File: src/rtl/nand_page_prog_seq.sv
// nand_page_prog_seq
//   Runs one SPI NAND page-program transaction through the memory command
//   controller: WRITE_ENABLE, PROG_LOAD1 (data comes from the controller's
//   save FIFO), PROG_EXEC, then GET_FEATURE polling of status register C0h
//   until OIP clears. The host sees one start/done handshake and a decoded
//   pass/fail status.
//
//   Optional feature macro: PROG_SEQ_TIMEOUT_EN
//     defined   -> polling stops with status 10 once MAX_POLLS polls have
//                  returned OIP=1.
//     undefined -> polling continues while OIP=1; status 10 never occurs.
//
//   Ports
//     i_Clk, i_Rst_L          clock, synchronous active-low reset
//     i_Start                 one-cycle request, sampled only when idle
//     i_Col_Addr/i_Row_Addr   column (PROG_LOAD1) and row (PROG_EXEC)
//     o_Busy/o_Done/o_Status  transaction progress and result
//                             (00 pass, 01 P_FAIL, 10 timeout)
//     o_Last_Feature          last C0h byte captured
//     o_Command/o_CM_DV/o_Addr_Data, i_CM_Ready   controller command port
//     i_RX_Feature_Byte/i_RX_Feature_DV           controller feature return

package nand_page_prog_seq_pkg;
  typedef enum logic [7:0] {
    PROG_LOAD1   = 8'h02,
    WRITE_ENABLE = 8'h06,
    GET_FEATURE  = 8'h0F,
    PROG_EXEC    = 8'h10
  } SPI_Command;
endpackage

module nand_page_prog_seq
  import nand_page_prog_seq_pkg::*;
#(
  parameter int MAX_POLLS = 1000,
  parameter int POLL_GAP  = 16
) (
  input  logic        i_Clk,
  input  logic        i_Rst_L,
  input  logic        i_Start,
  input  logic [12:0] i_Col_Addr,
  input  logic [23:0] i_Row_Addr,
  output logic        o_Busy,
  output logic        o_Done,
  output logic [1:0]  o_Status,
  output logic [7:0]  o_Last_Feature,
  output SPI_Command  o_Command,
  output logic        o_CM_DV,
  output logic [23:0] o_Addr_Data,
  input  logic        i_CM_Ready,
  input  logic [7:0]  i_RX_Feature_Byte,
  input  logic        i_RX_Feature_DV
);

  typedef enum logic [2:0] {
    S_IDLE, S_WEN, S_LOAD, S_EXEC, S_POLL, S_WAIT_FB, S_GAP, S_DONE
  } state_t;

  localparam logic [1:0] ST_PASS    = 2'b00;
  localparam logic [1:0] ST_PFAIL   = 2'b01;
  localparam logic [1:0] ST_TIMEOUT = 2'b10;

  state_t      state_q, state_d;
  logic [12:0] col_q, col_d;
  logic [23:0] row_q, row_d;
  logic [15:0] poll_cnt_q, poll_cnt_d;
  logic [15:0] gap_cnt_q, gap_cnt_d;
  logic [1:0]  status_q, status_d;
  logic [7:0]  feat_q, feat_d;
  SPI_Command  cmd_q, cmd_d;
  logic [23:0] addr_q, addr_d;
  logic        guard_q, guard_d;

  logic        issue;
  logic [15:0] poll_cnt_inc;
  logic        at_max;
  logic        timeout_hit;

  // Poll count after the byte being captured now; saturates at all-ones.
  assign poll_cnt_inc = (poll_cnt_q == 16'hFFFF) ? poll_cnt_q : poll_cnt_q + 16'd1;
  assign at_max       = (poll_cnt_inc >= 16'(MAX_POLLS));

`ifdef PROG_SEQ_TIMEOUT_EN
  assign timeout_hit = at_max;
`else
  // Polling never gives up in this build; the limit is masked off.
  assign timeout_hit = 1'b0 & at_max;
`endif

  always_comb begin
    state_d    = state_q;
    col_d      = col_q;
    row_d      = row_q;
    poll_cnt_d = poll_cnt_q;
    gap_cnt_d  = gap_cnt_q;
    status_d   = status_q;
    feat_d     = feat_q;
    cmd_d      = cmd_q;
    addr_d     = addr_q;
    issue      = 1'b0;

    case (state_q)
      S_IDLE: begin
        if (i_Start) begin
          col_d      = i_Col_Addr;
          row_d      = i_Row_Addr;
          poll_cnt_d = 16'd0;
          status_d   = ST_PASS;
          state_d    = S_WEN;
        end
      end

      // The controller drops Ready one cycle after taking a command, so the
      // cycle right after an issue is never allowed to issue again.
      S_WEN, S_LOAD, S_EXEC, S_POLL: begin
        if (i_CM_Ready && !guard_q) begin
          issue = 1'b1;
          case (state_q)
            S_WEN: begin
              cmd_d   = WRITE_ENABLE;
              addr_d  = 24'd0;
              state_d = S_LOAD;
            end
            S_LOAD: begin
              cmd_d   = PROG_LOAD1;
              addr_d  = {11'd0, col_q};
              state_d = S_EXEC;
            end
            S_EXEC: begin
              cmd_d   = PROG_EXEC;
              addr_d  = row_q;
              state_d = S_POLL;
            end
            default: begin
              cmd_d   = GET_FEATURE;
              addr_d  = {8'd0, 8'hC0, 8'd0};
              state_d = S_WAIT_FB;
            end
          endcase
        end
      end

      S_WAIT_FB: begin
        if (i_RX_Feature_DV) begin
          feat_d     = i_RX_Feature_Byte;
          poll_cnt_d = poll_cnt_inc;
          if (i_RX_Feature_Byte[0]) begin
            if (timeout_hit) begin
              status_d = ST_TIMEOUT;
              state_d  = S_DONE;
            end else begin
              gap_cnt_d = 16'd0;
              state_d   = S_GAP;
            end
          end else begin
            status_d = i_RX_Feature_Byte[3] ? ST_PFAIL : ST_PASS;
            state_d  = S_DONE;
          end
        end
      end

      S_GAP: begin
        if (gap_cnt_q == 16'(POLL_GAP - 1)) state_d = S_POLL;
        else                                gap_cnt_d = gap_cnt_q + 16'd1;
      end

      S_DONE:  state_d = S_IDLE;
      default: state_d = S_IDLE;
    endcase

    guard_d = issue;
  end

  always_ff @(posedge i_Clk) begin
    if (!i_Rst_L) begin
      state_q    <= S_IDLE;
      col_q      <= '0;
      row_q      <= '0;
      poll_cnt_q <= '0;
      gap_cnt_q  <= '0;
      status_q   <= ST_PASS;
      feat_q     <= '0;
      cmd_q      <= WRITE_ENABLE;
      addr_q     <= '0;
      guard_q    <= 1'b0;
    end else begin
      state_q    <= state_d;
      col_q      <= col_d;
      row_q      <= row_d;
      poll_cnt_q <= poll_cnt_d;
      gap_cnt_q  <= gap_cnt_d;
      status_q   <= status_d;
      feat_q     <= feat_d;
      cmd_q      <= cmd_d;
      addr_q     <= addr_d;
      guard_q    <= guard_d;
    end
  end

  // Command/address show the new value in the issue cycle and hold it after.
  assign o_CM_DV        = issue;
  assign o_Command      = cmd_d;
  assign o_Addr_Data    = addr_d;
  assign o_Busy         = (state_q != S_IDLE);
  assign o_Done         = (state_q == S_DONE);
  assign o_Status       = status_q;
  assign o_Last_Feature = feat_q;

endmodule

File: config.mk
export PLATFORM = sky130hd
export DESIGN_NAME = nand_page_prog_seq
export DESIGN_NICKNAME = d
export VERILOG_FILES = /design/src/rtl/nand_page_prog_seq.sv
export SDC_FILE = /design/constraint.sdc
export NUM_CORES = 1
export LEC_CHECK = 0
export CAP_MARGIN = 20
export CORE_MARGIN = 1.5
export CORE_UTILIZATION = 50
export DETAILED_ROUTE_END_ITERATION = 6
export PLACE_DENSITY = 0.83
export SLEW_MARGIN = 20
export SYNTH_ARGS = -nofsm -noshare
export SYNTH_HDL_FRONTEND = slang
export SYNTH_SLANG_ARGS = --single-unit
File: constraint.sdc
create_clock -name i_Clk -period 3.2 [get_ports i_Clk]
set_clock_uncertainty 0.15 [all_clocks]
set_input_delay 0.48 -clock i_Clk [delete_from_list [all_inputs] [get_ports i_Clk]]
set_output_delay 0.48 -clock i_Clk [all_outputs]
set_load 0.02 [all_outputs]
# --- Yosys cells after proc, flatten, opt, wreduce, memory -nomap -nowiden ---
# Cells that the tools add are included.
word_totals:
  reg_bits: 99
  elab_cells: 61
op_classes:
  addsub: 1
  eq_ne: 15
  n_reduce_logical: 12
  mux: 24
ops:
  columns: ["cell", "n"]
  rows:
  - ["case mux 24 bit (3 select lines)", 1]
  - ["2-to-1 mux 16 bit", 3]
  - ["2-to-1 mux 24 bit", 2]
  - ["case mux 16 bit (2 select lines)", 1]
  - ["adder 16 x 1 -> 16 bit (second input constant)", 1]
  - ["== test 16 x 4 -> 1 bit (second input constant)", 1]
  - ["2-to-1 mux 8 bit", 2]
  - ["case mux 3 bit (5 select lines)", 1]
  - ["case mux 5 bit (3 select lines)", 1]
  - ["!= test 2 bit (second input constant)", 7]
  - ["== test 3 bit (second input constant)", 4]
  - ["2-to-1 mux 3 bit", 4]
  - ["AND reduction 4 bit", 3]
  - ["case mux 3 bit (3 select lines)", 1]
  - ["== test 3 x 2 -> 1 bit (second input constant)", 2]
  - ["2-to-1 mux 2 bit", 3]
  - ["2-to-1 mux 1 bit", 4]
  - ["case mux 2 bit (2 select lines)", 1]
  - ["AND reduction 2 bit", 2]
  - ["nonzero test 2 bit", 2]
  - ["OR reduction 4 bit", 1]
  - ["== test 3 x 1 -> 1 bit (second input constant)", 1]
  - ["logical NOT 3 bit", 1]
  - ["nonzero test 3 bit", 1]
  - ["2 further kinds", 2]

# --- Longest topological paths before layout ---
logic_depth:
  word_depth: 4
  ltp_mapped: 8
  mapped_depth_nobuf: 5

# --- Worst setup path before layout ---
# Ideal clock, no wire load.
synth_timing:
  kind: "reg2out"
  from: "register state_q[2]"
  to: "output port o_Addr_Data[0]"
  slack_ns: 0.790
  arrival_ns: 1.780
  t_required_ns: 2.570
  path_stages_with_launch: 9
  path_cell_list: "dfxtp_1 -> buf_6 -> nor3_1 -> inv_1 -> nand3_1 -> clkbuf_1 -> clkbuf_1 -> nand2_1 -> nand2_1"
synth_between:
  elab_chain_len: 4
  elab_cells_between_ends: 8
  classes_between: "4 x eq/ne; 3 x mux; 1 x reduce/logical"
synth_lines:
  columns: ["item", "line_no", "source"]
  rows:
  - ["start, declared", "63", "state_t state_q, state_d;"]
  - ["start signal, assigned", "187", "state_q <= state_d;"]
  - ["== test 3 x 2 -> 1 bit or == test 3 x 1 -> 1 bit (tied branches)", "102, 118", null]
  - ["case mux 24 bit (3 select lines)", "118", "case (state_q)"]
  - ["2-to-1 mux 24 bit", "116", "if (i_CM_Ready && !guard_q) begin"]
  - ["2-to-1 mux 24 bit (*)", "102", "case (state_q)"]
  - ["end, declared", "49", "output logic [23:0] o_Addr_Data,"]
# Every way passes the cells marked *; elsewhere a longest branch is shown, timed or not.

# --- Final worst setup path ---
layout_timing:
  from: "input port i_CM_Ready"
  to: "output port o_Command[3]"
layout_between:
  elab_chain_len: 3
layout_lines:
  columns: ["item", "line_no", "source"]
  rows:
  - ["start, declared", "50", "input logic i_CM_Ready,"]
  - ["logical AND 1 bit", "116", null]
  - ["2-to-1 mux 8 bit", "116", null]
  - ["2-to-1 mux 8 bit", "102", null]
  - ["end, declared", "47", "output SPI_Command o_Command,"]
# No other way between the ends.

==> impl_results.md <==
* FP Rows at 33
* Worst-path clk slew at 0.09 ns
* Final Hold Fails at 0
* Register share of total power at 0.511
* # clock sinks at 98
* Layout area overhead at 29.1%
* Setup Viol. Count Final at 0
* Fin crit share at 0.954
* Async SR Flop Fraction at 0
* Vias per inst at 5.46
* Logic gate share of total power at 0.184
* Pwr per Cell Area at 468 nW/µm²
* LEAKAGE at 2.51 nW
* First-pass GRT wire length at 16.6 mm
* Port bufs at 93
* Crit-path max FO at 5
* Initial detailed-routing violation count at 257
* Post-synth cell types at 61
* CP Capture Type: primary output
* Initial Utilization at 0.517
* Core region area at 8220 µm²
* Drt total wl at 10.2 mm
* Total grt overflow at 0
* NetSw at 0.000723 W
* H-Tree Level Count at 3
* Antenna viol nets, final at 0
* Clock Latency Late Sink at 0.36 ns
* Die Wd at 95.2 µm
* Post-DP HPWL at 7.00 mm
* Post-CTS Setup Repair Bufs at 0
* Total track usage at 0.234
* Fmax at 328 MHz
* Most frequent cells in the layout: nand2_1, dfxtp_1, a21oi_1
* Worst Hold Launch: o_Last_Feature[4]
* TritonCTS buffer count at 9
* WHS at 0.311 ns
* Synth Flop Type: dfxtp_1
* Residual DRC count at 0
* Worst-margin pin slew at 0.874 ns
* Switching Share at 0.282
* Tot Pwr at 0.00257 W
* Final TNS setup at 0 ns
* YS warnings at 0
* Final nets at 647
* #FFs+latches synth at 98
* Clock share of power at 0.305
* Vias in the first global route at 3,671
* Synthesized area per cell at 8.30 µm²
* Fraction of layout cells with a size suffix above 1 at 0.0967
* Reg2reg start: gap_cnt_q[0]
* Largest net degree at the start of global routing at 40
* Crit Path Category: in -> out
* Crit path time final at 3.05 ns
* Die Footprint at 9060 µm²
* RSZ-0062 raised after global routing: false
* Register area share after synthesis at 0.462
* Placer Congestion at 0.843
* CTS tree: done
* Synthesized area at 4250 µm²
* Worst setup SP type: input port
* N_diodes at 0
* Synth Instances at 512
* CP Data Arrival Time at 2.42 ns
* Syn Nets at 563
* DR WL/cell at 14.5 µm
* Root buffer cell: clkbuf_8
* P_int at 0.00185 W
* Hold Crit Class: reg -> reg
* Vias at 3,848
* Die Height at 95.2 µm
* MaxCap Viol Count at 0
* Worst EP required at 2.57 ns
* Status: completed
* Slew HR at 0.416
* Clk buf depth at 2
* Final Max Tran Viols at 0
* Most common cell after layout, fill and taps aside: nand2_1
* Worst vdd ir at 0.000291 V
* Post-synth EDFFs at 0
* Worst Setup SP: i_CM_Ready
* Antenna violations before repair at 0
* First-pass DRT Iterations at 4
* I/O pin cnt at 95
power by group through the flow:
| stage | Combinational, W | Sequential, W | Clock [W] |
|---|---|---|---|
| floorplan | 0.000298 | 0.00133 | 0 |
| global placement | 0.000460 | 0.00134 | 0 |
| detailed placement | 0.000473 | 0.00134 | 0 |
| CTS | 0.000475 | 0.00131 | 0.000798 |
| global route | 0.000520 | 0.00132 | 0.000848 |
| finish | 0.000473 | 0.00131 | 0.000783 |
critical path, stage by stage:
cell             delay (ns)
clkdlybuf4s50_1        0.50
or3b_2                 0.47
buf_4                  0.17
a21oi_1                0.20
nor2_1                 0.07
clkdlybuf4s50_1        0.54
path summary, 6_finish.rpt:
path                            cells past startpoint  slack, ns                 to
worst max-delay path                                6       0.15       o_Command[3]
worst min-delay path                                2       0.31  o_Last_Feature[4]
worst max register to register                      5       0.79       gap_cnt_q[9]
worst min register to register                      2       0.31  o_Last_Feature[4]
metal layers:
| layer | GRT usage | part of all wire |
|---|---|---|
| met1 | 0.277 | 0.42 |
| met5 | 0 | 0 |
| met2 | 0.399 | 0.50 |
| met3 | 0.0702 | 0.067 |
| met4 | 0.0808 | 0.011 |
per-stage QoR:
stage	util	area [µm²]	cells	setup WS, ns
detailed placement	0.637	5230	690	0.00694
finish	0.667	5480	705	0.147
global placement	0.637	5230	690	0.0754
global route	0.667	5480	705	0.0246
floorplan	-	4250	512	0.790
CTS	0.660	5420	705	0.00588
flip-flops by register name, summed over array words and instances (netlist names):
name	flops
gap_cnt_q	16
col_q	13
o_Last_Feature	8
guard_q	1
cmd_q	8
addr_q	24
state_q	3
o_Status	1
row_q	24
repair_timing:
action,in CTS,in global routing
setup endpoints to repair,1,25
gates cloned,0,0
hold buffers,0,0
gates resized for setup,1,25
cells in the mapped netlist (all sizes together), types with 3 or more instances:
library cell    n  area, µm²
dfxtp          98       1960
clkbuf         26        118
buf             8       66.3
and2           18        113
nor3            3       15.0
or3             3       21.3
a221o           3       31.3
a21o            3       23.8
inv             7       26.3
mux2i          16        160
o21ai           5       25.0
nand4           6       37.5
a2111o          3       33.8
nor2           14       52.6
or4             5       47.6
or2            13       81.3
a22o            9       78.8
nand3          11       55.1
a31oi           6       37.5
and3            8       51.3
nand2b          5       31.3
a21oi          75        375
nand2         132        495
layout make-up:
cell class,instances,area [µm²]
Multi-Input combinational cell,372,2070
Sequential cell,98,1960
Clock buffer,9,124
Timing Repair Buffer,108,1110
Inverter,7,26.3
Clock inverter,6,67.6
Fill cell,648,2730
Tap cell,105,131
logic make-up (layout without fill, tap and decap cells):
group | after synthesis | in the layout | synth area share
simple gates | 233 | 233 | 0.265
compound gates | 118 | 118 | 0.174
flops | 98 | 98 | 0.462
buf+inv | 42 | 130 | 0.0515
mux | 16 | 16 | 0.0377
xor+xnor | 3 | 3 | 0.00619
fa+ha+maj | 1 | 1 | 0.00295
other cells | 1 | 1 | 0.000883
Note: power is estimated with default switching activity, not from simulation.
